[src/rtl/touch_pkg.sv]
// Shared constants and FSM state type for the touch_filter slice.
package touch_pkg;
    localparam int unsigned RAW_W = 12;
    localparam int unsigned PIX_W = 9;

    localparam int unsigned DEF_AVG_LOG2    = 2;
    localparam int unsigned DEF_Z_THRESH    = 256;
    localparam int unsigned DEF_X_OFFSET    = 150;
    localparam int unsigned DEF_Y_OFFSET    = 300;
    localparam int unsigned DEF_SCALE_SHIFT = 2;
    localparam int unsigned DEF_RELEASE_CNT = 4;

    localparam int unsigned TFT_W     = 480;
    localparam int unsigned TFT_H     = 272;
    localparam int unsigned DEF_X_MAX = TFT_W - 1;
    localparam int unsigned DEF_Y_MAX = TFT_H - 1;

    typedef enum logic [1:0] {
        ST_IDLE,
        ST_ACCUM,
        ST_CALC
    } touch_state_e;
endpackage

[src/rtl/touch_filter_if.sv]
// Sample input and latched-position output bundle between touchpad side and TFT side.
interface touch_filter_if;
    import touch_pkg::*;

    logic             sample_valid;
    logic [RAW_W-1:0] raw_x;
    logic [RAW_W-1:0] raw_y;
    logic [RAW_W-1:0] raw_z;
    logic             new_frame;
    logic [PIX_W-1:0] touch_x;
    logic [PIX_W-1:0] touch_y;
    logic             touch_valid;
    logic             touch_active;

    modport master (
        output sample_valid, raw_x, raw_y, raw_z, new_frame,
        input  touch_x, touch_y, touch_valid, touch_active
    );

    modport slave (
        input  sample_valid, raw_x, raw_y, raw_z, new_frame,
        output touch_x, touch_y, touch_valid, touch_active
    );
endinterface

[src/rtl/touch_calib.sv]
// Combinational per-axis calibration: floor at offset, scale by right shift, clamp to panel edge.
module touch_calib
    import touch_pkg::*;
#(
    parameter int unsigned OFFSET = DEF_X_OFFSET,
    parameter int unsigned SHIFT  = DEF_SCALE_SHIFT,
    parameter int unsigned MAX    = DEF_X_MAX,
    parameter int unsigned IN_W   = RAW_W
) (
    input  logic [IN_W-1:0]  avg_i,
    output logic [PIX_W-1:0] pix_o
);
    localparam logic [IN_W-1:0] OFFSET_W = IN_W'(OFFSET);
    localparam logic [IN_W-1:0] MAX_W    = IN_W'(MAX);

    logic [IN_W-1:0] diff;
    logic [IN_W-1:0] scaled;
    logic [IN_W-1:0] clamped;

    always_comb begin
        diff    = (avg_i < OFFSET_W) ? '0 : avg_i - OFFSET_W;
        scaled  = diff >> SHIFT;
        clamped = (scaled > MAX_W) ? MAX_W : scaled;
        pix_o   = PIX_W'(clamped);
    end
endmodule

[src/rtl/touch_filter.sv]
// Pressure-qualified averaging of touchpad samples, calibrated to pixels and latched on TFT frames.
module touch_filter
    import touch_pkg::*;
#(
    parameter int unsigned AVG_LOG2    = DEF_AVG_LOG2,
    parameter int unsigned Z_THRESH    = DEF_Z_THRESH,
    parameter int unsigned X_OFFSET    = DEF_X_OFFSET,
    parameter int unsigned Y_OFFSET    = DEF_Y_OFFSET,
    parameter int unsigned SCALE_SHIFT = DEF_SCALE_SHIFT,
    parameter int unsigned X_MAX       = DEF_X_MAX,
    parameter int unsigned Y_MAX       = DEF_Y_MAX,
    parameter int unsigned RELEASE_CNT = DEF_RELEASE_CNT
) (
    input logic         cclk,
    input logic         rstb,
    touch_filter_if.slave bus
);
    localparam int unsigned SUM_W = RAW_W + AVG_LOG2;
    localparam int unsigned CNT_W = AVG_LOG2 + 1;
    localparam int unsigned REL_W = $clog2(RELEASE_CNT + 1);
    localparam logic [CNT_W-1:0] CNT_FULL = CNT_W'(1 << AVG_LOG2);
    localparam logic [REL_W-1:0] REL_MAX  = REL_W'(RELEASE_CNT);
    localparam logic [RAW_W-1:0] Z_MIN    = RAW_W'(Z_THRESH);

    touch_state_e     state_q, state_d;
    logic [SUM_W-1:0] sum_x_q, sum_x_d, sum_y_q, sum_y_d;
    logic [CNT_W-1:0] cnt_q, cnt_d;
    logic [REL_W-1:0] rel_q, rel_d;
    logic             pend_q, pend_d;
    logic [PIX_W-1:0] pend_x_q, pend_x_d, pend_y_q, pend_y_d;
    logic [PIX_W-1:0] touch_x_q, touch_x_d, touch_y_q, touch_y_d;
    logic             touch_valid_q, touch_valid_d;
    logic             touch_active_q, touch_active_d;

    logic             pressed;
    logic             release_hit;
    logic [PIX_W-1:0] calib_x, calib_y;

    touch_calib #(.OFFSET(X_OFFSET), .SHIFT(SCALE_SHIFT), .MAX(X_MAX), .IN_W(RAW_W)) u_calib_x (
        .avg_i(RAW_W'(sum_x_q >> AVG_LOG2)),
        .pix_o(calib_x)
    );

    touch_calib #(.OFFSET(Y_OFFSET), .SHIFT(SCALE_SHIFT), .MAX(Y_MAX), .IN_W(RAW_W)) u_calib_y (
        .avg_i(RAW_W'(sum_y_q >> AVG_LOG2)),
        .pix_o(calib_y)
    );

    assign pressed = bus.raw_z >= Z_MIN;

    always_comb begin
        state_d        = state_q;
        sum_x_d        = sum_x_q;
        sum_y_d        = sum_y_q;
        cnt_d          = cnt_q;
        rel_d          = rel_q;
        pend_d         = pend_q;
        pend_x_d       = pend_x_q;
        pend_y_d       = pend_y_q;
        touch_x_d      = touch_x_q;
        touch_y_d      = touch_y_q;
        touch_valid_d  = 1'b0;
        touch_active_d = touch_active_q;
        release_hit    = 1'b0;

        unique case (state_q)
            ST_IDLE, ST_ACCUM: begin
                if (bus.sample_valid) begin
                    if (pressed) begin
                        sum_x_d = sum_x_q + SUM_W'(bus.raw_x);
                        sum_y_d = sum_y_q + SUM_W'(bus.raw_y);
                        cnt_d   = cnt_q + 1'b1;
                        rel_d   = '0;
                        state_d = (cnt_d == CNT_FULL) ? ST_CALC : ST_ACCUM;
                    end else begin
                        sum_x_d     = '0;
                        sum_y_d     = '0;
                        cnt_d       = '0;
                        state_d     = ST_IDLE;
                        rel_d       = (rel_q == REL_MAX) ? rel_q : rel_q + 1'b1;
                        release_hit = (rel_d == REL_MAX);
                    end
                end
            end
            ST_CALC: begin
                pend_x_d = calib_x;
                pend_y_d = calib_y;
                pend_d   = 1'b1;
                sum_x_d  = '0;
                sum_y_d  = '0;
                cnt_d    = '0;
                state_d  = ST_IDLE;
            end
            default: state_d = ST_IDLE;
        endcase

        // Release overrides a same-edge frame latch; a result landing this edge stays pending.
        if (release_hit) begin
            touch_active_d = 1'b0;
            pend_d         = 1'b0;
        end else if (bus.new_frame && pend_q) begin
            touch_x_d      = pend_x_q;
            touch_y_d      = pend_y_q;
            touch_valid_d  = 1'b1;
            touch_active_d = 1'b1;
            if (state_q != ST_CALC) pend_d = 1'b0;
        end
    end

    always_ff @(posedge cclk) begin
        if (!rstb) begin
            state_q        <= ST_IDLE;
            sum_x_q        <= '0;
            sum_y_q        <= '0;
            cnt_q          <= '0;
            rel_q          <= '0;
            pend_q         <= 1'b0;
            pend_x_q       <= '0;
            pend_y_q       <= '0;
            touch_x_q      <= '0;
            touch_y_q      <= '0;
            touch_valid_q  <= 1'b0;
            touch_active_q <= 1'b0;
        end else begin
            state_q        <= state_d;
            sum_x_q        <= sum_x_d;
            sum_y_q        <= sum_y_d;
            cnt_q          <= cnt_d;
            rel_q          <= rel_d;
            pend_q         <= pend_d;
            pend_x_q       <= pend_x_d;
            pend_y_q       <= pend_y_d;
            touch_x_q      <= touch_x_d;
            touch_y_q      <= touch_y_d;
            touch_valid_q  <= touch_valid_d;
            touch_active_q <= touch_active_d;
        end
    end

    assign bus.touch_x      = touch_x_q;
    assign bus.touch_y      = touch_y_q;
    assign bus.touch_valid  = touch_valid_q;
    assign bus.touch_active = touch_active_q;
endmodule

[src/flat_wrapper.sv]
// flat-port wrapper written by rule: the top's interface ports become plain ports
module touch_filter_flat import touch_pkg::*;
#(
    parameter int unsigned AVG_LOG2    = DEF_AVG_LOG2,
    parameter int unsigned Z_THRESH    = DEF_Z_THRESH,
    parameter int unsigned X_OFFSET    = DEF_X_OFFSET,
    parameter int unsigned Y_OFFSET    = DEF_Y_OFFSET,
    parameter int unsigned SCALE_SHIFT = DEF_SCALE_SHIFT,
    parameter int unsigned X_MAX       = DEF_X_MAX,
    parameter int unsigned Y_MAX       = DEF_Y_MAX,
    parameter int unsigned RELEASE_CNT = DEF_RELEASE_CNT
)
  (cclk, rstb, bus_sample_valid, bus_raw_x, bus_raw_y, bus_raw_z, bus_new_frame, bus_touch_x, bus_touch_y, bus_touch_valid, bus_touch_active);
  touch_filter_if bus_i ();
  input logic cclk;
  input logic rstb;
  input wire logic [$bits(bus_i.sample_valid)-1:0] bus_sample_valid;
  input wire logic [$bits(bus_i.raw_x)-1:0] bus_raw_x;
  input wire logic [$bits(bus_i.raw_y)-1:0] bus_raw_y;
  input wire logic [$bits(bus_i.raw_z)-1:0] bus_raw_z;
  input wire logic [$bits(bus_i.new_frame)-1:0] bus_new_frame;
  output wire logic [$bits(bus_i.touch_x)-1:0] bus_touch_x;
  output wire logic [$bits(bus_i.touch_y)-1:0] bus_touch_y;
  output wire logic [$bits(bus_i.touch_valid)-1:0] bus_touch_valid;
  output wire logic [$bits(bus_i.touch_active)-1:0] bus_touch_active;
  assign bus_i.sample_valid = bus_sample_valid;
  assign bus_i.raw_x = bus_raw_x;
  assign bus_i.raw_y = bus_raw_y;
  assign bus_i.raw_z = bus_raw_z;
  assign bus_i.new_frame = bus_new_frame;
  assign bus_touch_x = bus_i.touch_x;
  assign bus_touch_y = bus_i.touch_y;
  assign bus_touch_valid = bus_i.touch_valid;
  assign bus_touch_active = bus_i.touch_active;
  touch_filter #(.AVG_LOG2(AVG_LOG2), .Z_THRESH(Z_THRESH), .X_OFFSET(X_OFFSET), .Y_OFFSET(Y_OFFSET), .SCALE_SHIFT(SCALE_SHIFT), .X_MAX(X_MAX), .Y_MAX(Y_MAX), .RELEASE_CNT(RELEASE_CNT)) u_core (.cclk(cclk), .rstb(rstb), .bus(bus_i));
endmodule
[config.mk]
export PLATFORM = sky130hd
export DESIGN_NAME = touch_filter_flat
export DESIGN_NICKNAME = d
export VERILOG_FILES = /design/src/rtl/touch_pkg.sv /design/src/rtl/touch_filter_if.sv /design/src/rtl/touch_calib.sv /design/src/rtl/touch_filter.sv /design/src/flat_wrapper.sv
export SDC_FILE = /design/constraint.sdc
export NUM_CORES = 1
export LEC_CHECK = 0
export BUFFER_PORTS_ARGS = -buffer_cell sky130_fd_sc_hd__buf_2
export CAP_MARGIN = 20
export CORE_AREA = 2 2 111 113
export CTS_CLUSTER_SIZE = 30
export DETAILED_ROUTE_END_ITERATION = 7
export DIE_AREA = 0 0 113 115
export PLACE_DENSITY = 0.65
export SETUP_SLACK_MARGIN = 0.02
export SLEW_MARGIN = 5
export SYNTH_ARGS = -nofsm -noshare
export SYNTH_HDL_FRONTEND = slang
export SYNTH_SLANG_ARGS = --single-unit
export TNS_END_PERCENT = 10
[constraint.sdc]
create_clock -name cclk -period 4 [get_ports cclk]
set_input_delay 0 -clock cclk [delete_from_list [all_inputs] [get_ports cclk]]
set_output_delay 0 -clock cclk [all_outputs]
set_load 0.02 [all_outputs]
==> results of run 1 <==
[state kept, by name, summed over array words and instances, names as in the netlist]
signal,flops
u_core.bus.touch_y,9
u_core.pend_q,1
u_core.bus.touch_valid,1
u_core.state_q,2
u_core.sum_x_q,14
u_core.pend_y_q,9
u_core.bus.touch_active,1
u_core.cnt_q,3
u_core.rel_q,3
u_core.sum_y_q,14
u_core.bus.touch_x,9
u_core.pend_x_q,9
[per-stage QoR]
| stage | hold slack, ps | setup WS, ps | area [sq um] |
|---|---|---|---|
| global route | 32.1 | 1470 | 5130 |
| finish | 20.0 | 1680 | 5130 |
| CTS | 11.1 | 1670 | 5130 |
| global placement | 264 | 1700 | 4790 |
| floorplan | 145 | 1890 | 4420 |
| detailed placement | 268 | 1680 | 4790 |
[worst paths after layout]
| kind | from | depth (start not counted) | slack [ps] | endpoint |
|---|---|---|---|---|
| min | bus_sample_valid | 3 | 20 | u_core.state_q[0]$_SDFFE_PN0P_ |
| max | u_core.sum_y_q[0]$_SDFFE_PN0P_ | 8 | 1680 | u_core.sum_y_q[12]$_SDFFE_PN0P_ |
| min reg2reg | u_core.pend_x_q[8]$_SDFFE_PN0P_ | 2 | 470 | u_core.pend_x_q[8]$_SDFFE_PN0P_ |
| max reg2reg | u_core.sum_y_q[0]$_SDFFE_PN0P_ | 8 | 1680 | u_core.sum_y_q[12]$_SDFFE_PN0P_ |
[layer usage]
layer | GRT usage (%) | share of wire [%] | vias up | routed length, microns
met1 | 19.2 | 47 | 1707 | 4560
met2 | 25.6 | 48 | 51 | 4580
met5 | 0 | 0 | - | 0
met4 | 5.61 | 1.5 | 0 | 144
met3 | 2.37 | 3.6 | 10 | 343
li1 | - | - | 1944 | -
[power by group through the flow]
stage,combinational (W),clock [W],sequential [W]
3_3_place_gp,0.000437,0,0.000854
6_report,0.000454,0.000878,0.000842
2_1_floorplan,0.000376,0,0.000828
3_5_place_dp,0.000453,0,0.000857
4_1_cts,0.000456,0.000899,0.000840
5_1_grt,0.000511,0.000932,0.000849
[worst max-delay path, delay by kind of cell, from the launching register on]
kind,cells,cell delay (ps)
AND/OR/NAND/NOR,2,160
AO/OA/AOI/OAI,4,1080
adder cells (fa/ha/maj),2,650
flip-flops,1,310
[cells by family after synthesis]
group | after synthesis
AND/OR/NAND/NOR | 163
flip-flops | 75
XOR/XNOR | 28
multiplexers | 20
AO/OA/AOI/OAI | 157
buffers and inverters | 32
adder cells (fa/ha/maj) | 32
[placed cells by master, fill, tap and decap left out, types with 8 or more instances in the layout]
| master | synthesis | layout |
|---|---|---|
| a211oi_1 | 8 | 8 |
| a21o_1 | 9 | 9 |
| a21oi_1 | 34 | 34 |
| a22oi_1 | 11 | 11 |
| and2_1 | 8 | 8 |
| buf_2 | 0 | 51 |
| clkbuf_16 | 0 | 9 |
| dfxtp_1 | 75 | 75 |
| ha_1 | 30 | 30 |
| inv_1 | 11 | 11 |
| mux2i_1 | 19 | 19 |
| nand2_1 | 38 | 38 |
| nand3_1 | 10 | 10 |
| nor2_1 | 29 | 29 |
| nor2b_1 | 38 | 38 |
| nor3_1 | 8 | 8 |
| o21ai_0 | 34 | 34 |
| xnor2_1 | 9 | 9 |
| xor2_1 | 19 | 19 |
[what timing repair did]
item	CTS	global route
setup endpoints to repair	0	0
endpoints found under the hold margin	2	0
hold buffers	1	0
[area by class of cell]
| type | count | area [sq um] |
|---|---|---|
| clock buffers | 10 | 239 |
| well taps | 147 | 184 |
| repair buffers | 55 | 288 |
| fillers | 1164 | 6680 |
| multi-input cells | 400 | 2790 |
| clock inverters | 6 | 88.8 |
| inverters | 11 | 41.3 |
| flip-flops and latches | 75 | 1500 |
==> results.toml, run 1 <==
[finish]
area_delta_synth_final_pct = 16.1
drive_gt1_share_pct = 15.1
fin_cells = 704
final_util_pct = 43.5
num_antenna_cells = 0
nets = 624

[synth]
yosysSeqAreaShare_pct = 34.0
synth_top_flop_cell = "dfxtp_1"
syn-num-nets = 579
synthSimpleGateAreaFrac_pct = 19.4
yosys.area_share.adder_pct = 9.40
synth_common_cells = "dfxtp_1 (75), nand2_1 (38), nor2b_1 (38), a21oi_1 (34), o21ai_0 (34)"
synth_edf_count = 0
synthArstFlopShare_pct = 0
avgSynthCellArea_sq_um = 8.72
synth_top_area_share_pct = 34.0
synth-compound-area-share_pct = 24.2
synthesis.area_sq_um = 4420
synthMuxAreaShare_pct = 4.56
synth_largest_area_cell = "dfxtp_1"
synth_xor_area_share_pct = 5.55
ys_types = 62
ys_ff_latch = 75
synth.area.top_cells = "dfxtp_1 (34%), ha_1 (8.5%), nor2b_1 (5.4%)"
yosysMostFrequentCell = "dfxtp_1"
synth_top_family_by_area = "compound AO/OA/AOI/OAI gates"
synth_cells = 507
yosys_warnings = 0

[power]
p_comb_share_pct = 20.9
power_w = 0.00217
peakVddDrop_mv = 0.155
switchingPower_w = 0.000627
clock_power_share_pct = 40.4
seqPwrFrac_pct = 38.7
p_int_w = 0.00155
switching_share_pct = 28.8
p_leak_nw = 2.06
power_density_nw_per_um2 = 423

[die]
coreArea_sq_um = 11800
start_util_pct = 37.4
dieHeight_microns = 115
die_w_microns = 113
dieArea_sq_um = 13000
rows = 40
io_pins = 60

[sta]
hold_viol = 0
post-route-period-util_pct = 57.9
setup_viol = 0
period_minus_slack_ps = 2320
max_slew_margin_pct = 35.3
max_slew.worst_pin.slew_ps = 967
totalNegativeSetupSlack_ps = 0
clock_skew_ps = 6.53
rsz0062_at_grt = "no"
max_freq_mhz = 432
drv_slew = 0

[clocking]
cts_sinks = 75
cts_tree = "done"
h-tree-depth = 3
cts_buffers = 9
clockRootBuffer = "clkbuf_16"
clkLatencyLatePin_ps = 330
clockBufferDepth = 2
cts.clk_slew.worst_paths_ps = 60
cts_resized = 0
postCtsSetupBuffers = 0

[routing]
drc = 8
initialDrtViolationCount = 180
antenna_left = 0
drt_first_pass_iters = 7
viasPerCell = 5.27
wl_per_cell_microns = 13.7
num_vias = 3712
routed_wl_microns = 9630

[grt]
antenna_found_initial = 0
grt_max_degree = 57
grt_pass1_vias = 3432
track_usage_pct = 15.0
grt_first_pass_wirelength_microns = 15800
grt-ovfl-total = 0

[worst_setup_path]
cp_max_fo = 3
cp.arrival_ps = 2540
crit_required_ps = 4220
cp_cell_sequence = "ha_1, fa_1, a211oi_1, nor2_1, o22ai_1, o311a_1, nor3_1, a311o_1"
critical_path_class = "reg2reg"
crit_slowest_cell = "fa_1"
end_kind = "register"
critPathLaunchType = "register"
cp_slowest_stage_delay_ps = 430

[placed_design]
placed_cells = 687
dp_hpwl_microns = 7210
routabilityCongestion = 0.826
port-buffer-count = 51

[hold_path]
min_path_type = "in2reg"

[job]
drv_cap = 0

[run_status]
violations = "DRC"
outcome = "finished, violations left"
(Power assumes the default switching activity.)
==> run 2, diff against run 1 <==
--- a/config.mk
+++ b/config.mk
@@ -5,13 +5,14 @@
 export SDC_FILE = /design/constraint.sdc
 export NUM_CORES = 1
 export LEC_CHECK = 0
+export ABC_AREA = 1
 export BUFFER_PORTS_ARGS = -buffer_cell sky130_fd_sc_hd__buf_2
 export CAP_MARGIN = 20
 export CORE_AREA = 2 2 111 113
 export CTS_CLUSTER_SIZE = 30
 export DETAILED_ROUTE_END_ITERATION = 7
 export DIE_AREA = 0 0 113 115
-export PLACE_DENSITY = 0.65
+export PLACE_DENSITY = 0.67
 export SETUP_SLACK_MARGIN = 0.02
 export SLEW_MARGIN = 5
 export SYNTH_ARGS = -nofsm -noshare
==> constraint.sdc (replaced) <==
create_clock -name cclk -period 2.1 [get_ports cclk]
set_input_delay 0 -clock cclk [delete_from_list [all_inputs] [get_ports cclk]]
set_output_delay 0 -clock cclk [all_outputs]
set_load 0.02 [all_outputs]
==> run 2 against run 1 <==
Compared with the run above: the flow still finishes with violations (DRC); via count rose by 12%; wire length rose by 5.1%; largest cell class unchanged; total power rose by 76%.
==> results.toml, run 2 <==
[synth]
yosysMostFrequentCell = "nand2_1"
yosysSeqAreaShare_pct = 34.4
syn-num-nets = 697
ys_types = 40
synthArstFlopShare_pct = 0
synth_common_cells = "nand2_1 (146), dfxtp_1 (75), nor2_1 (69), a21oi_1 (62), inv_1 (51)"
synthesis.area_sq_um = 4370
synth_top_flop_cell = "dfxtp_1"
synth_edf_count = 0
ys_ff_latch = 75
avgSynthCellArea_sq_um = 6.99
synth_largest_area_cell = "dfxtp_1"
synth_cells = 625
synth.area.top_cells = "dfxtp_1 (34%), nand2_1 (13%), ha_1 (8.6%)"
yosys_warnings = 0
synth_top_area_share_pct = 34.4

[run_status]
outcome = "finished, violations left"
violations = "DRC"

[finish]
num_antenna_cells = 0
multi_input_area_sq_um = 2560
ff_latch_area_sq_um = 1500
drive_gt1_share_pct = 15.5
area_delta_synth_final_pct = 16.0
nets = 752
final_common_cell = "nand2_1"
num-fill-cells = 1224
design_area_sq_um = 5070
layout_common_cells = "nand2_1 (146), dfxtp_1 (75), nor2_1 (69), a21oi_1 (62)"
largestRegisters = "u_core.sum_x_q: 14 flops, u_core.sum_y_q: 14 flops"

[clocking]
cts_buffers = 9
h-tree-depth = 3
cts.clk_slew.worst_paths_ps = 60
cts_sinks = 75
clockRootBuffer = "clkbuf_16"
clockBufferDepth = 2
postCtsSetupBuffers = 0
clkLatencyLatePin_ps = 330
cts_tree = "done"

[sta]
max_freq_mhz = 531
max_slew.worst_pin.slew_ps = 553
totalNegativeSetupSlack_ps = 0
max_slew_margin_pct = 63.2
setup_viol = 0
drv_slew = 0
clock_skew_ps = 5.95
period_minus_slack_ps = 1880
rsz0062_at_grt = "no"
setup_slack_ps = 216
post-route-period-util_pct = 89.7
hold_viol = 0

[worst_setup_path]
cp_top_family = "compound AO/OA/AOI/OAI gates"
cp_slowest_stage_delay_ps = 390
critPathBufInv = 0
cp.arrival_ps = 2090
cp_max_fo = 5
critPathLaunchType = "register"
crit_slowest_cell = "dfxtp_1"
cp_cell_sequence = "ha_1, a21oi_1, a21boi_1, o21ai_0, or2_0, nand3_1, o21ai_1"
end_kind = "register"
crit_required_ps = 2310
critical_path_class = "reg2reg"

[die]
dieArea_sq_um = 13000
die_w_microns = 113
start_util_pct = 37.0
io_pins = 60
coreArea_sq_um = 11800
dieHeight_microns = 115
rows = 40

[routing]
viasPerCell = 5.02
routed_wl_microns = 10100
num_vias = 4174
drc = 4
antenna_left = 0
initialDrtViolationCount = 135
wl_per_cell_microns = 12.2
drt_first_pass_iters = 6

[grt]
track_usage_pct = 16.6
grt-ovfl-total = 0
grt_pass1_vias = 4141
grt_first_pass_wirelength_microns = 17900
antenna_found_initial = 0
grt_max_degree = 33

[power]
peakVddDrop_mv = 0.331
p_leak_nw = 2.41
power_density_nw_per_um2 = 756

[job]
drv_cap = 0

[placed_design]
port-buffer-count = 51
routabilityCongestion = 0.868
pre_cts_slack_ps = 260
dp_hpwl_microns = 7920
place_area_sq_um = 4780

[hold_path]
min_path_type = "in2reg"
run 2: area by class of cell:
class | instances | area share (%)
Sequential cell | 75 | 29.6
Inverter | 60 | 4.49
Clock buffer | 12 | 5.06
Clock inverter | 3 | 0.469
Tap cell | 147 | 3.63
Timing Repair Buffer | 58 | 6.12
Multi-Input combinational cell | 476 | 50.6
run 2: path summary, 6_finish.rpt:
check,start,slack [ps],cells after the start,endpoint
setup / recovery,u_core.sum_y_q[4]$_SDFFE_PN0P_,220,7,u_core.sum_y_q[7]$_SDFFE_PN0P_
hold / removal,bus_raw_x[0],40,3,u_core.sum_x_q[0]$_SDFFE_PN0P_
setup reg to reg,u_core.sum_y_q[4]$_SDFFE_PN0P_,220,7,u_core.sum_y_q[7]$_SDFFE_PN0P_
hold reg to reg,u_core.state_q[1]$_SDFFE_PN0P_,450,1,u_core.state_q[0]$_SDFFE_PN0P_
run 2: routing by layer:
metal	global-route usage, %	wire [microns]	up-vias
li1	-	-	2202
met5	0	0	-
met2	29.7	4930	69
met1	20.1	4690	1891
met3	2.74	349	12
met4	6.26	154	0
run 2: logic make-up (layout without fill, tap and decap cells):
kind of cell	Yosys count	count (layout)	share of synthesized area (%)
AO/OA/AOI/OAI	145	145	18.4
XOR/XNOR	9	9	2.41
adder cells (fa/ha/maj)	32	32	9.51
buffers and inverters	74	133	6.90
flip-flops	75	75	34.4
AND/OR/NAND/NOR	290	290	28.4
run 2: tightest hold or removal path: stages:
cell	delay, ps
buf_2	80
ha_1	120
a32o_1	140
run 2: where the power goes:
group / internal, W / switching [W]
sequential: 0.00149 / 0.0000823
combinational: 0.000321 / 0.000522
clock: 0.000859 / 0.000562
run 2: through the flow:
stage / utilization [%] / total power [W] / hold slack, ps / instances
5_1_grt: 42.9 / 0.00406 / 49.9 / 831
6_report: 42.9 / 0.00383 / 44.8 / 831
4_1_cts: 42.9 / 0.00387 / 41.3 / 831
3_5_place_dp: 40.5 / 0.00243 / 298 / 815
2_1_floorplan: - / 0.00223 / 158 / 625
3_3_place_gp: 40.5 / 0.00241 / 281 / 815
run 2: repair_timing:
action,in CTS,in global routing
gates resized for setup,0,0
hold buffers,1,0
hold endpoints to repair,2,0
==> run 3, diff against run 2 <==
--- a/config.mk
+++ b/config.mk
@@ -5,7 +5,6 @@
 export SDC_FILE = /design/constraint.sdc
 export NUM_CORES = 1
 export LEC_CHECK = 0
-export ABC_AREA = 1
 export BUFFER_PORTS_ARGS = -buffer_cell sky130_fd_sc_hd__buf_2
 export CAP_MARGIN = 20
 export CORE_AREA = 2 2 111 113
==> run 3 against run 2 <==
Compared with the run above: the flow still finishes with violations (DRC); worst hold slack got worse by 36 ps; design area increased by 5.9%; combinational power increased by 17%; cell count decreased by 12%; sequential power about the same; clock power about the same; clock skew about the same; utilization increased by 2.5 points; total power increased by 4.0%; via count decreased by 7.4%; sequential cell count unchanged; critical path type unchanged; largest power group unchanged.
==> results.toml, run 3 (same netlist as run 1, synthesis figures left out) <==
[finish]
num_antenna_cells = 0
design_area_sq_um = 5370
drive_gt1_share_pct = 21.7
area_delta_synth_final_pct = 21.5
layout_common_cells = "dfxtp_1 (72), buf_2 (51), nor2b_1 (38), nand2_1 (37), o21ai_0 (34)"
largestRegisters = "u_core.sum_x_q: 14 flops, u_core.sum_y_q: 14 flops"
final_common_cell = "dfxtp_1"
nets = 648

[routing]
num_vias = 3867
initialDrtViolationCount = 215
wl_per_cell_microns = 13.7
antenna_left = 0
wl_met2_microns = 4630
drc = 3
routed_wl_microns = 9960
route.met3.wl_microns = 400
top_layer_used = "met4"
wl_met1_microns = 4750
drt_first_pass_iters = 6
viasPerCell = 5.31

[die]
dieHeight_microns = 115
dieArea_sq_um = 13000
coreArea_sq_um = 11800
rows = 40
start_util_pct = 37.4
die_w_microns = 113
io_pins = 60

[grt]
grt_max_degree = 35
grt-ovfl-total = 0
grt_pass1_vias = 3602
grt_first_pass_wirelength_microns = 16700
track_usage_pct = 15.7
antenna_found_initial = 0

[placed_design]
port-buffer-count = 51
pre_cts_slack_ps = -106
dp_hpwl_microns = 7390
place_area_sq_um = 4970
routabilityCongestion = 0.793

[sta]
max_slew.worst_pin.slew_ps = 699
clock_skew_ps = 5.68
max_freq_mhz = 504
max_slew_margin_pct = 53.4
hold_viol = 0
rsz0062_at_grt = "yes"
setup_slack_ps = 115
setup_viol = 0
holdWs_ps = 8.76
drv_slew = 0
period_minus_slack_ps = 1990
post-route-period-util_pct = 94.5

[clocking]
cts_sinks = 75
h-tree-depth = 3
cts_tree = "done"
clockRootBuffer = "clkbuf_16"
clkLatencyLatePin_ps = 340
clockBufferDepth = 2
cts_buffers = 9
cts.clk_slew.worst_paths_ps = 60

[power]
p_leak_nw = 2.17
power_density_nw_per_um2 = 743
peakVddDrop_mv = 0.311

[run_status]
violations = "DRC"
outcome = "finished, violations left"

[worst_setup_path]
critPathCapture = "u_core.sum_x_q[11]$_SDFFE_PN0P_"
cp.depth = 8
crit_slowest_cell = "dfxtp_1"
cp_max_fo = 3
r2r-end = "u_core.sum_x_q[11]$_SDFFE_PN0P_"
cp_top_family = "simple AND/OR/NAND/NOR gates"
crit_required_ps = 2330
critical_path_class = "reg2reg"
cp_slowest_stage_delay_ps = 310
reg2reg_from = "u_core.sum_x_q[0]$_SDFFE_PN0P_"
end_kind = "register"
critPathLaunchType = "register"
reg2regPathDepth = 8
cp_cell_sequence = "ha_1, buf_4, a211oi_2, nor4_1, nor2_1, a21boi_1, or3_1, a32o_1"
ff2ff_setup_slack_ps = 110
cp.arrival_ps = 2220
critPathBufInv = 1
cp-startpoint = "u_core.sum_x_q[0]$_SDFFE_PN0P_"

[hold_path]
hold_depth = 3
min_path_type = "in2reg"

[job]
drv_cap = 0
==> run 3: changes by cell type in the layout (fill, tap and decap cells not counted), sizes merged, moves of 9 or more <==
cell	change
and2	+9
a21oi	-29
a21o	+9
mux2i	+19
xor2	+13
nand3	-28
nor2	-44
nand2	-119
inv	-49
buf	+21
nor2b	+38
o21ai	-20
a22oi	+11
==> run 3: power breakdown <==
group | switching, W | internal, W | total [W] | leakage, nW
Sequential | 0.0000905 | 0.00149 | 0.00158 | 0.611
Clock | 0.000562 | 0.000861 | 0.00142 | 0.137
Combinational | 0.000534 | 0.000447 | 0.000982 | 1.43
Total | 0.00119 | 0.00280 | 0.00399 | 2.17
==> run 3: worst reg2reg max path, cell delays in order (launching register included) <==
cell and delay, ps:
dfxtp_1 310, ha_1 210, buf_4 150, a211oi_2 240, nor4_1 90, nor2_1 210
a21boi_1 120, or3_1 310, a32o_1 240
==> run 3: per-stage QoR <==
step / std cells / total power, W / util [%] / setup TNS (ps)
after floorplan: 507 / 0.00230 / - / 0
after global placement: 709 / 0.00252 / 42.0 / 0
after detailed placement: 709 / 0.00255 / 42.0 / -1690
after CTS: 728 / 0.00399 / 45.0 / 0
after global routing: 728 / 0.00423 / 45.4 / -22.2
final: 728 / 0.00399 / 45.4 / 0
==> run 3: how the worst min path moves through the flow <==
| stage | end | start | slack, ps |
|---|---|---|---|
| after floorplan | u_core.bus.touch_active$_SDFFE_PP0P_ | bus_new_frame | 140 |
| after global placement | u_core.bus.touch_active$_SDFFE_PP0P_ | bus_new_frame | 260 |
| after detailed placement | u_core.bus.touch_active$_SDFFE_PP0P_ | bus_new_frame | 270 |
| after CTS | u_core.state_q[0]$_SDFFE_PN0P_ | bus_sample_valid | 7 |
| after global routing | u_core.state_q[0]$_SDFFE_PN0P_ | bus_sample_valid | 20 |
| final | u_core.state_q[0]$_SDFFE_PN0P_ | bus_sample_valid | 9 |
==> run 3: per-layer routing <==
layer	up-vias	global-route usage (%)
met2	71	25.9
met5	-	0
li1	2004	-
met4	0	5.61
met3	14	3.58
met1	1778	20.1
==> run 3: area by class of cell <==
| cell class | count | area [sq um] |
|---|---|---|
| Clock buffer | 14 | 264 |
| Clock inverter | 2 | 10.0 |
| Fill cell | 1160 | 6440 |
| Inverter | 11 | 41.3 |
| Multi-Input combinational cell | 400 | 2870 |
| Sequential cell | 75 | 1510 |
| Tap cell | 147 | 184 |
| Timing Repair Buffer | 79 | 493 |
==> run 3: repair_timing <==
action,CTS,global route
cloned,0,0
pin swaps,2,6
hold endpoints to repair,2,0
hold buffers,1,0
gates resized for setup,4,18
setup buffers,2,0
endpoints found under the setup margin,25,34
